==> src/rtl/adam_periph_uart_pkg.sv <==
// Shared types for the UART transmit scheduler: line config struct, FSM states
// and the 8N1 default configuration.
package adam_periph_uart_pkg;

  localparam int unsigned UART_BAUD_W = 32;

  typedef struct packed {
    logic                   parity_select;
    logic                   parity_control;
    logic [3:0]             data_length;
    logic                   stop_bits;
    logic [UART_BAUD_W-1:0] baud_rate;
  } uart_tx_cfg_t;

  typedef enum logic [2:0] {
    SCHED_IDLE,
    SCHED_SEND,
    SCHED_PAUSE,
    SCHED_APPLY,
    SCHED_HELD,
    SCHED_RESUME
  } sched_state_e;

  typedef enum logic {
    PAUSE_OWNER,
    PAUSE_CFG
  } pause_kind_e;

  localparam logic [UART_BAUD_W-1:0] UART_BAUD_DEFAULT = UART_BAUD_W'(434);

  localparam uart_tx_cfg_t UART_CFG_8N1 = '{
    parity_select:  1'b0,
    parity_control: 1'b0,
    data_length:    4'd8,
    stop_bits:      1'b0,
    baud_rate:      UART_BAUD_DEFAULT
  };

endpackage

==> src/rtl/adam_periph_uart_rr_arb.sv <==
// Round-robin arbiter: one-hot grant, search starts one past the last accepted
// requester; the pointer only moves when the grant is actually taken.
module adam_periph_uart_rr_arb #(
  parameter int unsigned NUM_REQ = 4
) (
  input  logic               clk,
  input  logic               rst,
  input  logic [NUM_REQ-1:0] req,
  input  logic               advance,
  output logic [NUM_REQ-1:0] gnt
);

  localparam int unsigned PTR_W = (NUM_REQ > 1) ? $clog2(NUM_REQ) : 1;

  logic [PTR_W-1:0] ptr_q, ptr_d;
  logic [PTR_W-1:0] gnt_idx;
  logic             found;

  always_comb begin
    gnt     = '0;
    gnt_idx = '0;
    found   = 1'b0;
    for (int unsigned k = 0; k < NUM_REQ; k++) begin
      int unsigned idx;
      idx = (int'(ptr_q) + k) % NUM_REQ;
      if (!found && req[idx]) begin
        found        = 1'b1;
        gnt[idx]     = 1'b1;
        gnt_idx      = PTR_W'(idx);
      end
    end
  end

  always_comb begin
    ptr_d = ptr_q;
    if (advance && found) begin
      ptr_d = (gnt_idx == PTR_W'(NUM_REQ - 1)) ? '0 : gnt_idx + 1'b1;
    end
  end

  always_ff @(posedge clk or negedge rst) begin
    if (!rst) begin
      ptr_q <= '0;
    end else begin
      ptr_q <= ptr_d;
    end
  end

endmodule

==> src/rtl/adam_periph_uart_tx_sched.sv <==
// Shares one UART transmitter between NUM_REQ streams and owns its line config;
// config is only swapped inside the transmitter pause window.
//
// state  | meaning
// IDLE   | arbitrate: owner pause > config update > data
// SEND   | word presented to transmitter, waiting for frame done
// PAUSE  | tx_pause_req raised, waiting for transmitter ack
// APPLY  | both pause signals high, load cfg_in into tx_cfg
// HELD   | owner pause granted, pause_ack high until pause_req drops
// RESUME | tx_pause_req dropped, waiting for ack to clear
module adam_periph_uart_tx_sched
  import adam_periph_uart_pkg::*;
#(
  parameter int unsigned DATA_WIDTH = 32,
  parameter int unsigned NUM_REQ    = 4,
  parameter int unsigned BAUD_RESET = 434
) (
  input  logic                             clk,
  input  logic                             rst,
  input  logic                             pause_req,
  output logic                             pause_ack,
  input  logic [NUM_REQ-1:0][DATA_WIDTH-1:0] req_data,
  input  logic [NUM_REQ-1:0]               req_valid,
  output logic [NUM_REQ-1:0]               req_ready,
  input  uart_tx_cfg_t                     cfg_in,
  input  logic                             cfg_valid,
  output logic                             cfg_ready,
  output logic                             tx_pause_req,
  input  logic                             tx_pause_ack,
  output uart_tx_cfg_t                     tx_cfg,
  output logic [DATA_WIDTH-1:0]            tx_data,
  output logic                             tx_data_valid,
  input  logic                             tx_data_ready
);

  localparam uart_tx_cfg_t CFG_RESET = '{
    parity_select:  1'b0,
    parity_control: 1'b0,
    data_length:    4'd8,
    stop_bits:      1'b0,
    baud_rate:      UART_BAUD_W'(BAUD_RESET)
  };

  sched_state_e          state_q, state_d;
  pause_kind_e           kind_q, kind_d;
  logic                  pause_ack_q, pause_ack_d;
  logic                  cfg_ready_q, cfg_ready_d;
  logic                  tx_pause_req_q, tx_pause_req_d;
  uart_tx_cfg_t          tx_cfg_q, tx_cfg_d;
  logic [DATA_WIDTH-1:0] tx_data_q, tx_data_d;
  logic                  tx_data_valid_q, tx_data_valid_d;

  logic [NUM_REQ-1:0]    gnt;
  logic                  idle_free;
  logic                  accept;
  logic [DATA_WIDTH-1:0] sel_data;

  adam_periph_uart_rr_arb #(
    .NUM_REQ (NUM_REQ)
  ) u_arb (
    .clk     (clk),
    .rst     (rst),
    .req     (req_valid),
    .advance (accept),
    .gnt     (gnt)
  );

  // Data is only offered when nothing with higher priority is pending.
  assign idle_free = (state_q == SCHED_IDLE) && !pause_req && !cfg_valid;
  assign req_ready = idle_free ? gnt : '0;
  assign accept    = |(req_valid & req_ready);

  always_comb begin
    sel_data = '0;
    for (int unsigned i = 0; i < NUM_REQ; i++) begin
      if (gnt[i]) begin
        sel_data = sel_data | req_data[i];
      end
    end
  end

  always_comb begin
    state_d         = state_q;
    kind_d          = kind_q;
    pause_ack_d     = pause_ack_q;
    cfg_ready_d     = 1'b0;
    tx_pause_req_d  = tx_pause_req_q;
    tx_cfg_d        = tx_cfg_q;
    tx_data_d       = tx_data_q;
    tx_data_valid_d = tx_data_valid_q;

    unique case (state_q)
      SCHED_IDLE: begin
        if (pause_req) begin
          state_d        = SCHED_PAUSE;
          kind_d         = PAUSE_OWNER;
          tx_pause_req_d = 1'b1;
        end else if (cfg_valid) begin
          state_d        = SCHED_PAUSE;
          kind_d         = PAUSE_CFG;
          tx_pause_req_d = 1'b1;
        end else if (accept) begin
          state_d         = SCHED_SEND;
          tx_data_d       = sel_data;
          tx_data_valid_d = 1'b1;
        end
      end
      SCHED_SEND: begin
        if (tx_data_ready) begin
          state_d         = SCHED_IDLE;
          tx_data_valid_d = 1'b0;
        end
      end
      SCHED_PAUSE: begin
        if (tx_pause_ack) begin
          if (kind_q == PAUSE_CFG) begin
            state_d = SCHED_APPLY;
          end else begin
            state_d     = SCHED_HELD;
            pause_ack_d = pause_req;
          end
        end
      end
      SCHED_APPLY: begin
        // Only swap while the transmitter still confirms it is paused.
        if (tx_pause_ack) begin
          state_d        = SCHED_RESUME;
          tx_cfg_d       = cfg_in;
          cfg_ready_d    = 1'b1;
          tx_pause_req_d = 1'b0;
        end
      end
      SCHED_HELD: begin
        if (pause_req) begin
          pause_ack_d = 1'b1;
        end else begin
          state_d        = SCHED_RESUME;
          pause_ack_d    = 1'b0;
          tx_pause_req_d = 1'b0;
        end
      end
      SCHED_RESUME: begin
        if (!tx_pause_ack) begin
          state_d = SCHED_IDLE;
        end
      end
      default: begin
        state_d         = SCHED_IDLE;
        pause_ack_d     = 1'b0;
        tx_pause_req_d  = 1'b0;
        tx_data_valid_d = 1'b0;
      end
    endcase
  end

  always_ff @(posedge clk or negedge rst) begin
    if (!rst) begin
      state_q         <= SCHED_IDLE;
      kind_q          <= PAUSE_OWNER;
      pause_ack_q     <= 1'b0;
      cfg_ready_q     <= 1'b0;
      tx_pause_req_q  <= 1'b0;
      tx_cfg_q        <= CFG_RESET;
      tx_data_q       <= '0;
      tx_data_valid_q <= 1'b0;
    end else begin
      state_q         <= state_d;
      kind_q          <= kind_d;
      pause_ack_q     <= pause_ack_d;
      cfg_ready_q     <= cfg_ready_d;
      tx_pause_req_q  <= tx_pause_req_d;
      tx_cfg_q        <= tx_cfg_d;
      tx_data_q       <= tx_data_d;
      tx_data_valid_q <= tx_data_valid_d;
    end
  end

  assign pause_ack     = pause_ack_q;
  assign cfg_ready     = cfg_ready_q;
  assign tx_pause_req  = tx_pause_req_q;
  assign tx_cfg        = tx_cfg_q;
  assign tx_data       = tx_data_q;
  assign tx_data_valid = tx_data_valid_q;

endmodule

==> config.mk <==
export PLATFORM = sky130hd
export DESIGN_NAME = adam_periph_uart_tx_sched
export DESIGN_NICKNAME = d
export VERILOG_FILES = /design/src/rtl/adam_periph_uart_pkg.sv /design/src/rtl/adam_periph_uart_rr_arb.sv /design/src/rtl/adam_periph_uart_tx_sched.sv
export SDC_FILE = /design/constraint.sdc
export NUM_CORES = 1
export LEC_CHECK = 0
export CELL_PAD_IN_SITES_DETAIL_PLACEMENT = 1
export CELL_PAD_IN_SITES_GLOBAL_PLACEMENT = 1
export CORE_MARGIN = 3
export CORE_UTILIZATION = 28
export DETAILED_ROUTE_END_ITERATION = 8
export PLACE_DENSITY_LB_ADDON = 0.2
export SKIP_LAST_GASP = 1
export SLEW_MARGIN = 40
export SYNTH_ARGS = -nofsm -noshare
export SYNTH_HDL_FRONTEND = slang
export SYNTH_SLANG_ARGS = --single-unit
==> constraint.sdc <==
create_clock -name clk -period 5.32 [get_ports clk]
set_input_delay 1.064 -clock clk [delete_from_list [all_inputs] [get_ports clk]]
set_output_delay 1.064 -clock clk [all_outputs]
set_load 0.03 [all_outputs]
# Word level (Yosys, flattened, before mapping)
# Cells that the tools add are included.
totals:
  latch_bits: 0
  ramBits: 0
  out_inout_bits: 79
  memories: 0
  word_cells: 143
  regBits: 81
  rom_bits: 0
op_classes:
  eq_ne: 17
  div_mod_pow: 0
  mul: 0
  reduce_logical: 28
  n_lt_le_gt_ge: 8
  addsub: 4
  bitwise: 12
  n_mux: 61
  shifts: 0
ops:
  columns: ["cell", "n"]
  rows:
  - ["$mux 32", 4]
  - ["$or 32x32->32", 3]
  - ["$mux 3", 9]
  - ["$mux 1", 26]
  - ["$mux 4", 5]
  - ["$pmux 3 s6", 1]
  - ["$ne 2x2->1 const B", 8]
  - ["$lt 2x3->1 const B", 4]
  - ["$or 4x4->4", 3]
  - ["$reduce_or 4->1", 3]
  - ["$logic_and 1x1->1", 10]
  - ["$mux 2", 5]
  - ["$bmux 1 s2", 4]
  - ["$demux 1 s2", 4]
  - ["$ge 2x1->1 const B", 4]
  - ["$reduce_and 4->1", 2]
  - ["$eq 3x2->1 const B", 2]
  - ["$eq 3x3->1 const B", 2]
  - ["$pmux 1 s3", 2]
  - ["$reduce_and 6->1", 1]
  - ["$logic_not 1->1", 5]
  - ["$not 1->1", 5]
  - ["$reduce_and 5->1", 1]
  - ["$add 2x1->2 const B", 2]
  - ["13 further kinds", 15]

# Depth between registers and ports, before layout
logic_depth:
  ltp_word: 19
  ltp_mapped: 14
  depth_no_buf: 9

# Hierarchy
# Synthesis repeated with hierarchy kept, for this count alone.
unflattened:
  hier_cells: 377
  area_unflattened_um2: 4175.3
by_module_without_submodules:
  columns: ["module", "cells_per_inst", "n_inst", "area_each_um2", "seq_area_each_um2"]
  rows:
  - ["adam_periph_uart_tx_sched", 327, 1, 3687.3, 1984.4]
  - ["adam_periph_uart_rr_arb", 50, 1, 488.0, 50.0]

# Least setup slack after synthesis
# Ideal clock, no wire load.
synth_path:
  kind: "register to output"
  startpoint: "register (tool-made name)"
  endpoint: "output port req_ready[3]"
  setup_slack_ns: 0.986
  arrival_time_ns: 3.270
  t_required_ns: 4.256
  path_stages_with_launch: 12
  path_buffers: 4
  cell_sequence: "dfrtp_1 > buf_6 > clkbuf_1 > inv_1 > ha_1 > clkbuf_1 > mux4_2 > or3b_1 > a21oi_2 > clkbuf_1 > nor2_1 > nor2_1"
synth_rtl:
  columns: ["element", "line", "text"]
  rows:
  - ["end, declared", "adam_periph_uart_tx_sched.sv:24", "output logic [NUM_REQ-1:0] req_ready,"]

==> summary.md <==
| Metric | Value |
|---|---|
| Worst Setup Path Type | reg -> out |
| Met1 WL | 7713 um |
| Crit-path cells | inv_1 -> ha_1 -> mux4_2 -> or3b_1 -> a21oi_4 -> nor2_1 -> nor2_1 -> buf_4 |
| Port Buffer Count | 255 |
| Syn Area/Cell | 8.878 um^2 |
| Die area | 0.01850 mm^2 |
| Worst-Skew Late Latency | about 0.34 ns |
| Post-route cell area | 0.007732 mm^2 |
| Initial DRC count | 177 |
| Starting density of the core | 29.16% |
| Hold WC Path Type | reg -> reg |
| Core area | roughly 0.016 mm^2 |
| Metal3 WL | 1390 um |
| Post-synth top area share | 39.66% |
| Leak | 0.003342 uW |
| DR WL met2 | ~10,000 um |
| Yosys warning count | 0 |
| Area delta synth->final | 63.41% |
| # setup viols final | 0 |
| Synth Flop Type | dfrtp_1 |
| Slew Viols, Final | 0 |
| Highest metal used | met4 |
| IO Pins | about 260 |
| Largest cells by area after synthesis | dfrtp_1 40%, a22oi_1 16%, nand2_1 9.9% |
| Root Driver | clkbuf_16 |
| CTS HTree Levels | 3 |
| Drt wl/cell | 19.76 um |
| GP Congestion | between 0.8 and 0.9 |
| Die extent in y | 136 um |
| Std-Cell Rows | 46 |
| Synth Register Bits | 81 |
| Status | completed |
| Cell mode on critical path | nor2_1 |
| Initial antenna violation count | 1 |
| Tmin final | roughly 4.8 ns |
| Die Wd | 136 um |
| Tightest Pin Transition | 0.6902 ns |
| Most numerous cell in the Yosys netlist | nand2_1 |
| Skew final | 0.008690 ns |
| Post-Syn Instances | 533 |
| Worst-path clk slew | 0.06 ns |
| Fmax | 209.1 MHz |
| NumNets Final | roughly 950 |
| CTS Hold Bufs | 0 |
| Layout fillers | 1,847 |
| CP required | between 4 and 5 ns |
| Global-route usage over all layers | 20.98% |
| Finished Layout Cells | approximately 990 |
| Post-Syn Area | 0.004732 mm^2 |
| CTS sink count | 81 |
| Drc violations | 0 |
| Worst vdd ir | ~0.22 mV |
| Syn nets | 716 |
| DP Wirelength | 14,750 um |
| Asr flop ratio synth | 100.0% |
| CTS resizes | 0 |
| Top cells by count, synth | 125 x nand2_1, 100 x a22oi_1, 75 x dfrtp_1 |
| Final hold vios | 0 |
| Total chip power | between 4000 and 5000 uW |
| Total gr overflow | 0 |
| Pwr dens | 565.0 mW/mm^2 |
| Critical path startpoint category | flip-flop |
| Via Count | 5,190 |
| Antenna viol nets, final | 0 |
| Synth area leader | dfrtp_1 |
| CTS Buffer Depth | 2 |
| EDFF count, synth | 0 |
| CP bufs+invs | 2 |
| Pre-Repair DR Iteration Count | 4 |
| Max-cap violations | 0 |
| Internal reg-to-reg setup slack | approximately 1.1 ns |
| Seq/Total Area, Yosys | 42.99% |
| Yosys cell types | 46 |
| CP max stage delay | 0.78 ns |
| DP Cell Count | 967 |
| Crit path capture type | primary output |
| RSZ-0062 raised after global routing | false |
| Largest net degree at the start of global routing | 59 |
| Final wirelength | 19,460 um |
| CP top delay family | flip-flops |
| Final worst-path cycle share | 89.91% |
| First-pass GRT wire length | 30,330 um |
| Layout cells sized above 1 | 6.519% |
| CP arrival | 3.72 ns |
| Slew HR | 53.92% |
| Area after DPL | 0.007425 mm^2 |
| Via-to-Cell Ratio | between 5 and 6 |
| Total setup buffers inserted after CTS | 0 |
| Total CTS buffers | 9 |
| Fin Hold WS | ~0.46 ns |
| Setup TNS Final | 0 ns |
| CP Max Fanout | 20 |
| Slowest-stage cell, CP | dfrtp_1 |
| Vias in the first global route | 5,727 |
| TritonCTS clock tree | yes |
==> final cells by class <==
class	instances	area (um^2)	share of cell area [%]
sequential	81	2034	26.31
tap	216	270.3	3.495
clock inverter	6	67.56	0.8738
antenna	2	5.005	0.06472
timing repair buffer	265	2635	34.08
inverter	13	48.80	0.6311
multi-input combinational	392	2442	31.59
clock buffer	10	229.0	2.961
==> stage by stage <==
step                      util [%]  worst slack [ns]
after floorplan                  -            0.9859
after global placement       45.68            0.6488
after detailed placement     45.74            0.5984
after CTS                    47.57            0.5346
after global routing         47.63            0.2694
final                        47.64            0.5368
==> placed cells by master (no fill, tap or decap), types with 3 or more instances in the layout <==
master | Yosys | layout
clkdlybuf4s50_1 | 0 | 250
nor3_1 | 9 | 9
a21o_1 | 34 | 34
nand2_1 | 125 | 125
clkbuf_16 | 0 | 9
dfrtp_1 | 75 | 75
or3b_1 | 4 | 4
buf_4 | 0 | 12
ha_1 | 6 | 6
nor3b_1 | 3 | 3
and2_1 | 5 | 5
mux4_2 | 3 | 3
inv_1 | 13 | 12
o22ai_1 | 3 | 3
a22oi_1 | 100 | 100
a21oi_1 | 15 | 15
nor2_1 | 10 | 10
o21ai_0 | 8 | 8
a31oi_1 | 32 | 32
dfstp_2 | 6 | 6
==> metal layers <==
layer	vias to the layer above	GRT usage (%)
li1	2423	-
met1	2550	24.29
met2	194	37.15
met3	23	5.662
met4	0	7.503
met5	-	0
==> worst paths after layout <==
path,start,endpoint,cells past startpoint
max in group asynchronous,rst,tx_cfg[8],2
setup / recovery,flip-flop,req_ready[3],8
hold reg to reg,tx_cfg[4],tx_cfg[4],2
min in group asynchronous,rst,pause_ack,1
setup reg to reg,flip-flop,flip-flop,11
hold / removal,tx_cfg[4],tx_cfg[4],2
==> worst reg2reg max path, stage by stage (launching register included) <==
cell	delay [ns]
dfrtp_1	0.78
inv_1	0.30
ha_1	0.51
mux4_2	0.44
or3b_1	0.43
a21oi_4	0.51
a221o_2	0.31
o31ai_4	0.14
buf_6	0.19
buf_12	0.18
nor3_2	0.24
xnor2_1	0.13
==> flip-flops by register name, summed over array words and instances (netlist names), named ones only <==
register       cells
tx_data           32
tx_data_valid      1
state_q            3
pause_ack          1
cfg_ready          1
tx_pause_req       1
kind_q             1
u_arb.ptr_q        1
tx_cfg            39
==> power breakdown <==
group	total, uW	switching (uW)	internal, uW
Sequential	1120	212	905
Combinational	2620	1540	1080
Clock	629	263	365
==> kinds of logic (layout without fill, tap and decap cells) <==
logic type	count (synthesis)	count (layout)	share of synthesized area [%]
compound gates	208	208	31.70
xor+xnor	2	2	0.3702
fa+ha+maj	6	6	1.586
buf+inv	60	294	5.606
flops	81	81	42.99
mux	7	7	2.327
other cells	0	2	0
simple gates	169	169	15.42
No activity file was read; power rests on OpenSTA's default activity.
